==> src/rtl/fp_mul_pkg.sv <==
// Shared types and constants for the fp_mul arbiter slice.
package fp_mul_pkg;

    typedef enum logic [1:0] {
        IDLE = 2'd0,
        EXEC = 2'd1,
        RESP = 2'd2
    } state_t;

    typedef enum logic [2:0] {
        RNE = 3'b000,
        RTZ = 3'b001,
        RDN = 3'b010,
        RUP = 3'b011,
        RMM = 3'b100
    } r_mode_t;

    localparam logic [31:0] FP_QNAN = 32'h7fc0_0000;
    localparam logic [31:0] FP_PINF = 32'h7f80_0000;

    // Bit positions inside resp_flags = {bad_rm, nan, ovrf, udrf}
    localparam int FLAG_UDRF   = 0;
    localparam int FLAG_OVRF   = 1;
    localparam int FLAG_NAN    = 2;
    localparam int FLAG_BAD_RM = 3;

    // Encodings above RMM have no defined rounding behaviour.
    function automatic logic rm_legal(input logic [2:0] rm);
        return rm <= 3'(RMM);
    endfunction

endpackage

==> src/rtl/fp_mul_arbiter_if.sv <==
// Requester, multiplier and response signals of the shared fp_mul arbiter.
interface fp_mul_arbiter_if #(
    parameter int NUM_REQ = 4,
    parameter int ID_W    = $clog2(NUM_REQ)
);
    logic [NUM_REQ-1:0]    req_valid;
    logic [NUM_REQ-1:0]    req_ready;
    logic [NUM_REQ*32-1:0] req_fp_X;
    logic [NUM_REQ*32-1:0] req_fp_Y;
    logic [NUM_REQ*3-1:0]  req_r_mode;

    logic [31:0]           mul_fp_X;
    logic [31:0]           mul_fp_Y;
    logic [2:0]            mul_r_mode;
    logic [31:0]           mul_fp_Z;
    logic                  mul_ovrf;
    logic                  mul_udrf;

    logic                  resp_valid;
    logic                  resp_ready;
    logic [ID_W-1:0]       resp_id;
    logic [31:0]           resp_fp_Z;
    logic [3:0]            resp_flags;

    logic                  busy;

    // Arbiter side
    modport slave (
        input  req_valid, req_fp_X, req_fp_Y, req_r_mode,
        input  mul_fp_Z, mul_ovrf, mul_udrf, resp_ready,
        output req_ready, mul_fp_X, mul_fp_Y, mul_r_mode,
        output resp_valid, resp_id, resp_fp_Z, resp_flags, busy
    );

    // Requesters, multiplier and consumer side
    modport master (
        output req_valid, req_fp_X, req_fp_Y, req_r_mode,
        output mul_fp_Z, mul_ovrf, mul_udrf, resp_ready,
        input  req_ready, mul_fp_X, mul_fp_Y, mul_r_mode,
        input  resp_valid, resp_id, resp_fp_Z, resp_flags, busy
    );

endinterface

==> src/rtl/fp_rr_arbiter.sv <==
// Round-robin pick: first requester at or after the pointer, searching upward with wrap.
module fp_rr_arbiter #(
    parameter int NUM_REQ = 4,
    parameter int ID_W    = $clog2(NUM_REQ)
) (
    input  logic [NUM_REQ-1:0] i_req,
    input  logic [ID_W-1:0]    i_ptr,
    input  logic               i_en,
    output logic [NUM_REQ-1:0] o_grant,
    output logic [ID_W-1:0]    o_idx
);

    logic w_found;

    // Scan the requesters starting at the pointer; first hit wins.
    always_comb begin
        o_grant = '0;
        o_idx   = '0;
        w_found = 1'b0;
        for (int k = 0; k < NUM_REQ; k++) begin
            if (i_en && !w_found && i_req[(int'(i_ptr) + k) % NUM_REQ]) begin
                o_grant[(int'(i_ptr) + k) % NUM_REQ] = 1'b1;
                o_idx   = ID_W'((int'(i_ptr) + k) % NUM_REQ);
                w_found = 1'b1;
            end
        end
    end

endmodule

==> src/rtl/fp_mul_arbiter.sv <==
// Shares one combinational fp_mul among NUM_REQ requesters, one operation at a time.
//
//   state | meaning
//   IDLE  | waiting for any req_valid; grant and latch operands on handshake
//   EXEC  | operands on mul_*, multiplier output settling; capture at edge
//   RESP  | result presented on resp_*; may accept next request when resp_ready
import fp_mul_pkg::*;

module fp_mul_arbiter #(
    parameter int NUM_REQ = 4,
    parameter int ID_W    = $clog2(NUM_REQ)
) (
    input  logic             clk,
    input  logic             rst,
    fp_mul_arbiter_if.slave  bus
);

    state_t             r_state;
    state_t             w_state_nxt;
    logic [ID_W-1:0]    r_ptr;
    logic [ID_W-1:0]    r_tag;
    logic [ID_W-1:0]    r_resp_id;
    logic [31:0]        r_mul_x;
    logic [31:0]        r_mul_y;
    logic [2:0]         r_mul_rm;
    logic               r_bad_rm;
    logic [31:0]        r_resp_z;
    logic [3:0]         r_resp_flags;

    logic [NUM_REQ-1:0] w_gnt;
    logic [ID_W-1:0]    w_gnt_idx;
    logic [ID_W-1:0]    w_ptr_nxt;
    logic               w_arb_en;
    logic               w_fire;
    logic               w_resp_valid;
    logic               w_busy;
    logic [31:0]        w_sel_x;
    logic [31:0]        w_sel_y;
    logic [2:0]         w_sel_rm;

    // A new operation can only enter when the multiplier slot is free or being freed this cycle.
    assign w_arb_en = (r_state == IDLE) || ((r_state == RESP) && bus.resp_ready);

    fp_rr_arbiter #(
        .NUM_REQ (NUM_REQ),
        .ID_W    (ID_W)
    ) u_arb (
        .i_req   (bus.req_valid),
        .i_ptr   (r_ptr),
        .i_en    (w_arb_en),
        .o_grant (w_gnt),
        .o_idx   (w_gnt_idx)
    );

    assign w_fire        = |w_gnt;
    assign bus.req_ready = w_gnt;

    assign w_sel_x   = bus.req_fp_X[{w_gnt_idx, 5'd0} +: 32];
    assign w_sel_y   = bus.req_fp_Y[{w_gnt_idx, 5'd0} +: 32];
    assign w_sel_rm  = bus.req_r_mode[int'(w_gnt_idx) * 3 +: 3];
    assign w_ptr_nxt = (w_gnt_idx == ID_W'(NUM_REQ - 1)) ? '0 : w_gnt_idx + 1'b1;

    // State register.
    always_ff @(posedge clk) begin
        if (rst) begin
            r_state <= IDLE;
        end else begin
            r_state <= w_state_nxt;
        end
    end

    // Next-state and state-decoded outputs.
    always_comb begin
        w_state_nxt  = r_state;
        w_resp_valid = 1'b0;
        w_busy       = 1'b1;
        unique case (r_state)
            IDLE: begin
                w_busy = 1'b0;
                if (w_fire) w_state_nxt = EXEC;
            end
            EXEC: w_state_nxt = RESP;
            RESP: begin
                w_resp_valid = 1'b1;
                if (bus.resp_ready) w_state_nxt = w_fire ? EXEC : IDLE;
            end
            default: w_state_nxt = IDLE;
        endcase
    end

    // Issue side: latch operands, tag and advance the pointer on a request handshake.
    always_ff @(posedge clk) begin
        if (rst) begin
            r_mul_x  <= '0;
            r_mul_y  <= '0;
            r_mul_rm <= 3'(RNE);
            r_bad_rm <= 1'b0;
            r_tag    <= '0;
            r_ptr    <= '0;
        end else if (w_fire) begin
            r_mul_x  <= w_sel_x;
            r_mul_y  <= w_sel_y;
            r_mul_rm <= rm_legal(w_sel_rm) ? w_sel_rm : 3'(RNE);
            r_bad_rm <= !rm_legal(w_sel_rm);
            r_tag    <= w_gnt_idx;
            r_ptr    <= w_ptr_nxt;
        end
    end

    // Result side: capture the settled multiplier output at the end of EXEC.
    always_ff @(posedge clk) begin
        if (rst) begin
            r_resp_z     <= '0;
            r_resp_flags <= '0;
            r_resp_id    <= '0;
        end else if (r_state == EXEC) begin
            r_resp_z                  <= bus.mul_fp_Z;
            r_resp_flags[FLAG_BAD_RM] <= r_bad_rm;
            r_resp_flags[FLAG_NAN]    <= (bus.mul_fp_Z == FP_QNAN);
            r_resp_flags[FLAG_OVRF]   <= bus.mul_ovrf;
            r_resp_flags[FLAG_UDRF]   <= bus.mul_udrf;
            r_resp_id                 <= r_tag;
        end
    end

    assign bus.mul_fp_X   = r_mul_x;
    assign bus.mul_fp_Y   = r_mul_y;
    assign bus.mul_r_mode = r_mul_rm;
    assign bus.resp_valid = w_resp_valid;
    assign bus.resp_id    = r_resp_id;
    assign bus.resp_fp_Z  = r_resp_z;
    assign bus.resp_flags = r_resp_flags;
    assign bus.busy       = w_busy;

endmodule

==> src/flat_wrapper.sv <==
// flat-port wrapper written by rule: the top's interface ports become plain ports
module fp_mul_arbiter_flat 
#(
    parameter int NUM_REQ = 4,
    parameter int ID_W    = $clog2(NUM_REQ)
)
  (clk, rst, bus_req_valid, bus_req_fp_X, bus_req_fp_Y, bus_req_r_mode, bus_mul_fp_Z, bus_mul_ovrf, bus_mul_udrf, bus_resp_ready, bus_req_ready, bus_mul_fp_X, bus_mul_fp_Y, bus_mul_r_mode, bus_resp_valid, bus_resp_id, bus_resp_fp_Z, bus_resp_flags, bus_busy);
  fp_mul_arbiter_if #(.NUM_REQ(NUM_REQ), .ID_W(ID_W)) bus_i ();
  input  logic clk;
  input  logic rst;
  input wire logic [$bits(bus_i.req_valid)-1:0] bus_req_valid;
  input wire logic [$bits(bus_i.req_fp_X)-1:0] bus_req_fp_X;
  input wire logic [$bits(bus_i.req_fp_Y)-1:0] bus_req_fp_Y;
  input wire logic [$bits(bus_i.req_r_mode)-1:0] bus_req_r_mode;
  input wire logic [$bits(bus_i.mul_fp_Z)-1:0] bus_mul_fp_Z;
  input wire logic [$bits(bus_i.mul_ovrf)-1:0] bus_mul_ovrf;
  input wire logic [$bits(bus_i.mul_udrf)-1:0] bus_mul_udrf;
  input wire logic [$bits(bus_i.resp_ready)-1:0] bus_resp_ready;
  output wire logic [$bits(bus_i.req_ready)-1:0] bus_req_ready;
  output wire logic [$bits(bus_i.mul_fp_X)-1:0] bus_mul_fp_X;
  output wire logic [$bits(bus_i.mul_fp_Y)-1:0] bus_mul_fp_Y;
  output wire logic [$bits(bus_i.mul_r_mode)-1:0] bus_mul_r_mode;
  output wire logic [$bits(bus_i.resp_valid)-1:0] bus_resp_valid;
  output wire logic [$bits(bus_i.resp_id)-1:0] bus_resp_id;
  output wire logic [$bits(bus_i.resp_fp_Z)-1:0] bus_resp_fp_Z;
  output wire logic [$bits(bus_i.resp_flags)-1:0] bus_resp_flags;
  output wire logic [$bits(bus_i.busy)-1:0] bus_busy;
  assign bus_i.req_valid = bus_req_valid;
  assign bus_i.req_fp_X = bus_req_fp_X;
  assign bus_i.req_fp_Y = bus_req_fp_Y;
  assign bus_i.req_r_mode = bus_req_r_mode;
  assign bus_i.mul_fp_Z = bus_mul_fp_Z;
  assign bus_i.mul_ovrf = bus_mul_ovrf;
  assign bus_i.mul_udrf = bus_mul_udrf;
  assign bus_i.resp_ready = bus_resp_ready;
  assign bus_req_ready = bus_i.req_ready;
  assign bus_mul_fp_X = bus_i.mul_fp_X;
  assign bus_mul_fp_Y = bus_i.mul_fp_Y;
  assign bus_mul_r_mode = bus_i.mul_r_mode;
  assign bus_resp_valid = bus_i.resp_valid;
  assign bus_resp_id = bus_i.resp_id;
  assign bus_resp_fp_Z = bus_i.resp_fp_Z;
  assign bus_resp_flags = bus_i.resp_flags;
  assign bus_busy = bus_i.busy;
  fp_mul_arbiter #(.NUM_REQ(NUM_REQ), .ID_W(ID_W)) u_core (.clk(clk), .rst(rst), .bus(bus_i));
endmodule
==> config.mk <==
export PLATFORM = sky130hd
export DESIGN_NAME = fp_mul_arbiter_flat
export DESIGN_NICKNAME = d
export VERILOG_FILES = /design/src/rtl/fp_mul_pkg.sv /design/src/rtl/fp_mul_arbiter_if.sv /design/src/rtl/fp_rr_arbiter.sv /design/src/rtl/fp_mul_arbiter.sv /design/src/flat_wrapper.sv
export SDC_FILE = /design/constraint.sdc
export NUM_CORES = 1
export LEC_CHECK = 0
export CAP_MARGIN = 15
export CORE_AREA = 2 2 164 166
export CTS_BUF_LIST = sky130_fd_sc_hd__clkbuf_4 sky130_fd_sc_hd__clkbuf_8 sky130_fd_sc_hd__clkbuf_16
export DETAILED_ROUTE_END_ITERATION = 10
export DIE_AREA = 0 0 166 168
export PLACE_DENSITY = 0.61
export SLEW_MARGIN = 20
export SYNTH_ARGS = -nofsm -noshare
export SYNTH_HDL_FRONTEND = slang
export SYNTH_SLANG_ARGS = --single-unit
==> constraint.sdc <==
create_clock -name clk -period 4.35 [get_ports clk]
set_input_delay 0.435 -clock clk [delete_from_list [all_inputs] [get_ports clk]]
set_output_delay 0.435 -clock clk [all_outputs]
set_load 0.05 [all_outputs]
==> summary.md <==
Detailed routing
• 1st-iter DRT viols: 471
• DRT antenna net count: 0
• number of search-and-repair iterations in the first detailed-routing pass: 5
• number of vias in the routed layout: 8,007
• number of vias per cell: 4.70
• DRC violation count after routing: 0
• total length of routed wires: 27.5 mm
• average wire per standard cell: 16.2 microns

Timing
• final hold violation count: 0
• final critical delay including setup and external delays: 3.75 ns
• final setup violating endpoints: 0
• worst hold-check slack: 0.450 ns
• final-layout setup total negative slack: 0 ns
• crit share post-route: 86.1%
• Tightest Pin Transition: 0.935 ns
• Clock Skews: 0.0111 ns
• maximum operating frequency: 267 MHz
• total count of max-transition violations in the final report: 0
• RSZ-0062 raised after global routing: no
• Worst Setup Slack, final: 0.603 ns
• slew margin rel.: 37.7%

Clock tree
• number of gates resized after cts: 0
• count of hold-fix buffers inserted at cts: 0
• clock tree root buffer cell: clkbuf_16
• clock slew at reported path FFs: 0.08 ns
• setup repair bufs after CTS: 0
• maximum clock path buffer count: 2
• clock latency on the worst-skew pair: 0.36 ns
• total number of H-tree levels: 3
• number of buffers inserted during clock tree synthesis: 9
• CTS tree: yes
• number of sinks on the clock net: 112

Placement
• final weighted congestion of routability-driven global placement: 0.872
• placed instance area: 0.0110 sq mm
• number of port buffers: 419
• Setup WS pre-CTS: 0.589 ns
• HPWL after detailed placement: 20.4 mm

Layout
• Antenna Diode Count: 0
• fin nets: 1,674
• area growth from synthesis to layout: 70.8%
• fraction of layout cells with a size suffix above 1: 4.41%
• most common library cell in the layout ignoring fill and taps: nand2_1
• most used cells in the layout excluding fill and tap cells: nand2_1 (469), clkdlybuf4s50_1 (414), dfxtp_1 (112), a21oi_1 (109), nand3_1 (65)
• area of all placed cells without fillers: 0.0114 sq mm

Logic synthesis
• share of async-settable or async-resettable flops after synthesis: 0%
• number of register bits inferred by synthesis: 112
• prevailing post-synth register cell: dfxtp_1
• count of flip-flops with a built-in enable after synthesis: 0
• main area contributors after synthesis: dfxtp_1 (34%), nand2_1 (26%), a21oi_1 (8.2%)
• post-synthesis sequential area ratio: 33.7%
• Synth top area share: 33.7%
• number of nets in the synthesized netlist: 1,316
• syn avg cell area: 6.65 sq um
• mapped cell area: 0.00665 sq mm
• number of distinct library cell variants in the gate-level netlist after synthesis: 46
• cells after synthesis: 999
• Yosys top cell by area: dfxtp_1
• synth warn: 0

Outcome
• run status: finished, final reports clean

Critical path
• crit start category: flop
• data required time of the critical path: 4.63 ns
• Worst Path Max Fanout: 36
• data arrival time at the worst-slack endpoint: 4.03 ns
• critical path start-end classification: flop to flop
• Setup crit end kind: flop

Global route
• number of antenna violations at the first check in global routing: 0
• number of global-route vias before repair: 7,500
• Congestion Overflow GR: 0
• wire length of the first global-routing pass: 42.1 mm
• aggregate global-route resource usage: 18.8%
• maximum number of pins on one net before global-route repair: 130

Floorplanning
• Initial Utilization: 25.2%
• Die Y-Extent: 168 microns
• die outline area: 0.0279 sq mm
• number of placement rows: 60
• total I/O pin count: 420
• total core area: 0.0264 sq mm
• x dimension of the die: 166 microns

Power
• power after layout: 8.09 mW
• Power Dens Cells: 712 mW/mm^2
• static leakage: 4.48 nW
• worst IR drop on VDD: 0.758 mV

Run
• number of maximum-capacitance constraint violations: 0

Worst hold path
• worst min-delay path category: flop to flop

[Yosys cell counts, types with 2 or more instances]
library cell  number
a211oi_1           4
a21oi_1          109
buf_1              4
buf_2              9
buf_4              8
buf_6              7
clkbuf_1          56
dfxtp_1          112
ha_1               8
inv_1              7
mux2_1             2
mux2_2             3
mux2i_1            6
mux4_2             4
nand2_1          469
nand2b_1           3
nand3_1           65
nand3b_1           2
nand4_1            2
nor2_1             5
nor2b_1            3
nor3_1             3
nor3b_1            2
nor4_1            10
o211ai_1          59
o211ai_2          10
o21ai_0            2
o221ai_1           4
or2_2              2
or4_1              3
[critical path, cell delays in order, from the launching register on]
cell and delay, ns:
dfxtp_1 0.58, inv_2 0.16, ha_1 0.51, mux2i_1 0.36, o32ai_1 0.19, o31ai_4 0.47, buf_4 0.45, mux4_2 0.59
nand3b_1 0.19, a21oi_1 0.16
[power breakdown]
group | internal [mW] | leakage [nW] | switching, mW | total (mW)
clock | 0.420 | 0.144 | 0.437 | 0.857
combinational | 2.04 | 3.42 | 3.72 | 5.75
sequential | 1.33 | 0.920 | 0.150 | 1.48
[state kept, by name, indices dropped and copies added (netlist names)]
name and flops:
u_core.bus.mul_fp_Y 32, u_core.r_tag 2, u_core.bus.resp_id 2, u_core.bus.mul_fp_X 32, u_core.bus.mul_r_mode 3, u_core.r_bad_rm 1
u_core.bus.resp_fp_Z 32, u_core.bus.resp_flags 4, u_core.r_state 2, u_core.r_ptr 2
[kinds of logic after synthesis]
| family | Yosys count | share of synthesized area [%] |
|---|---|---|
| simple gates | 574 | 35.4 |
| compound gates | 196 | 19.3 |
| mux | 16 | 3.31 |
| xor+xnor | 1 | 0.132 |
| fa+ha+maj | 8 | 1.51 |
| buf+inv | 92 | 6.61 |
| flops | 112 | 33.7 |
[layer usage]
layer / wire [microns] / GRT usage, % / vias up
met2: 13800 / 33.9 / 282
met3: 2080 / 5.78 / 27
met1: 11100 / 21.7 / 3640
met5: 0 / 0 / -
met4: 491 / 5.07 / 0
li1: - / - / 4058
[cell type report]
class	count	area, sq um
Sequential cell	112	2240
Fill cell	2721	15000
Tap cell	341	427
Multi-Input combinational cell	795	3990
Inverter	8	30.0
Clock inverter	6	61.3
Clock buffer	10	239
Timing Repair Buffer	431	4370
[per-stage QoR]
step	utilization, %	instances
5_1_grt	43.1	1703
2_1_floorplan	-	999
4_1_cts	43.0	1703
3_3_place_gp	41.9	1687
6_report	43.1	1703
3_5_place_dp	41.9	1687
[final timing paths]
| check | start | endpoint | slack (ns) | cells past startpoint |
|---|---|---|---|---|
| max reg2reg | u_core.r_ptr[1] | u_core.bus.mul_r_mode[1] | 0.60 | 9 |
| max | u_core.r_ptr[1] | u_core.bus.mul_r_mode[1] | 0.60 | 9 |
| min | u_core.bus.mul_fp_Y[15] | u_core.bus.mul_fp_Y[15] | 0.45 | 2 |
| min reg2reg | u_core.bus.mul_fp_Y[15] | u_core.bus.mul_fp_Y[15] | 0.45 | 2 |
No activity file was read; power rests on OpenSTA's default activity.
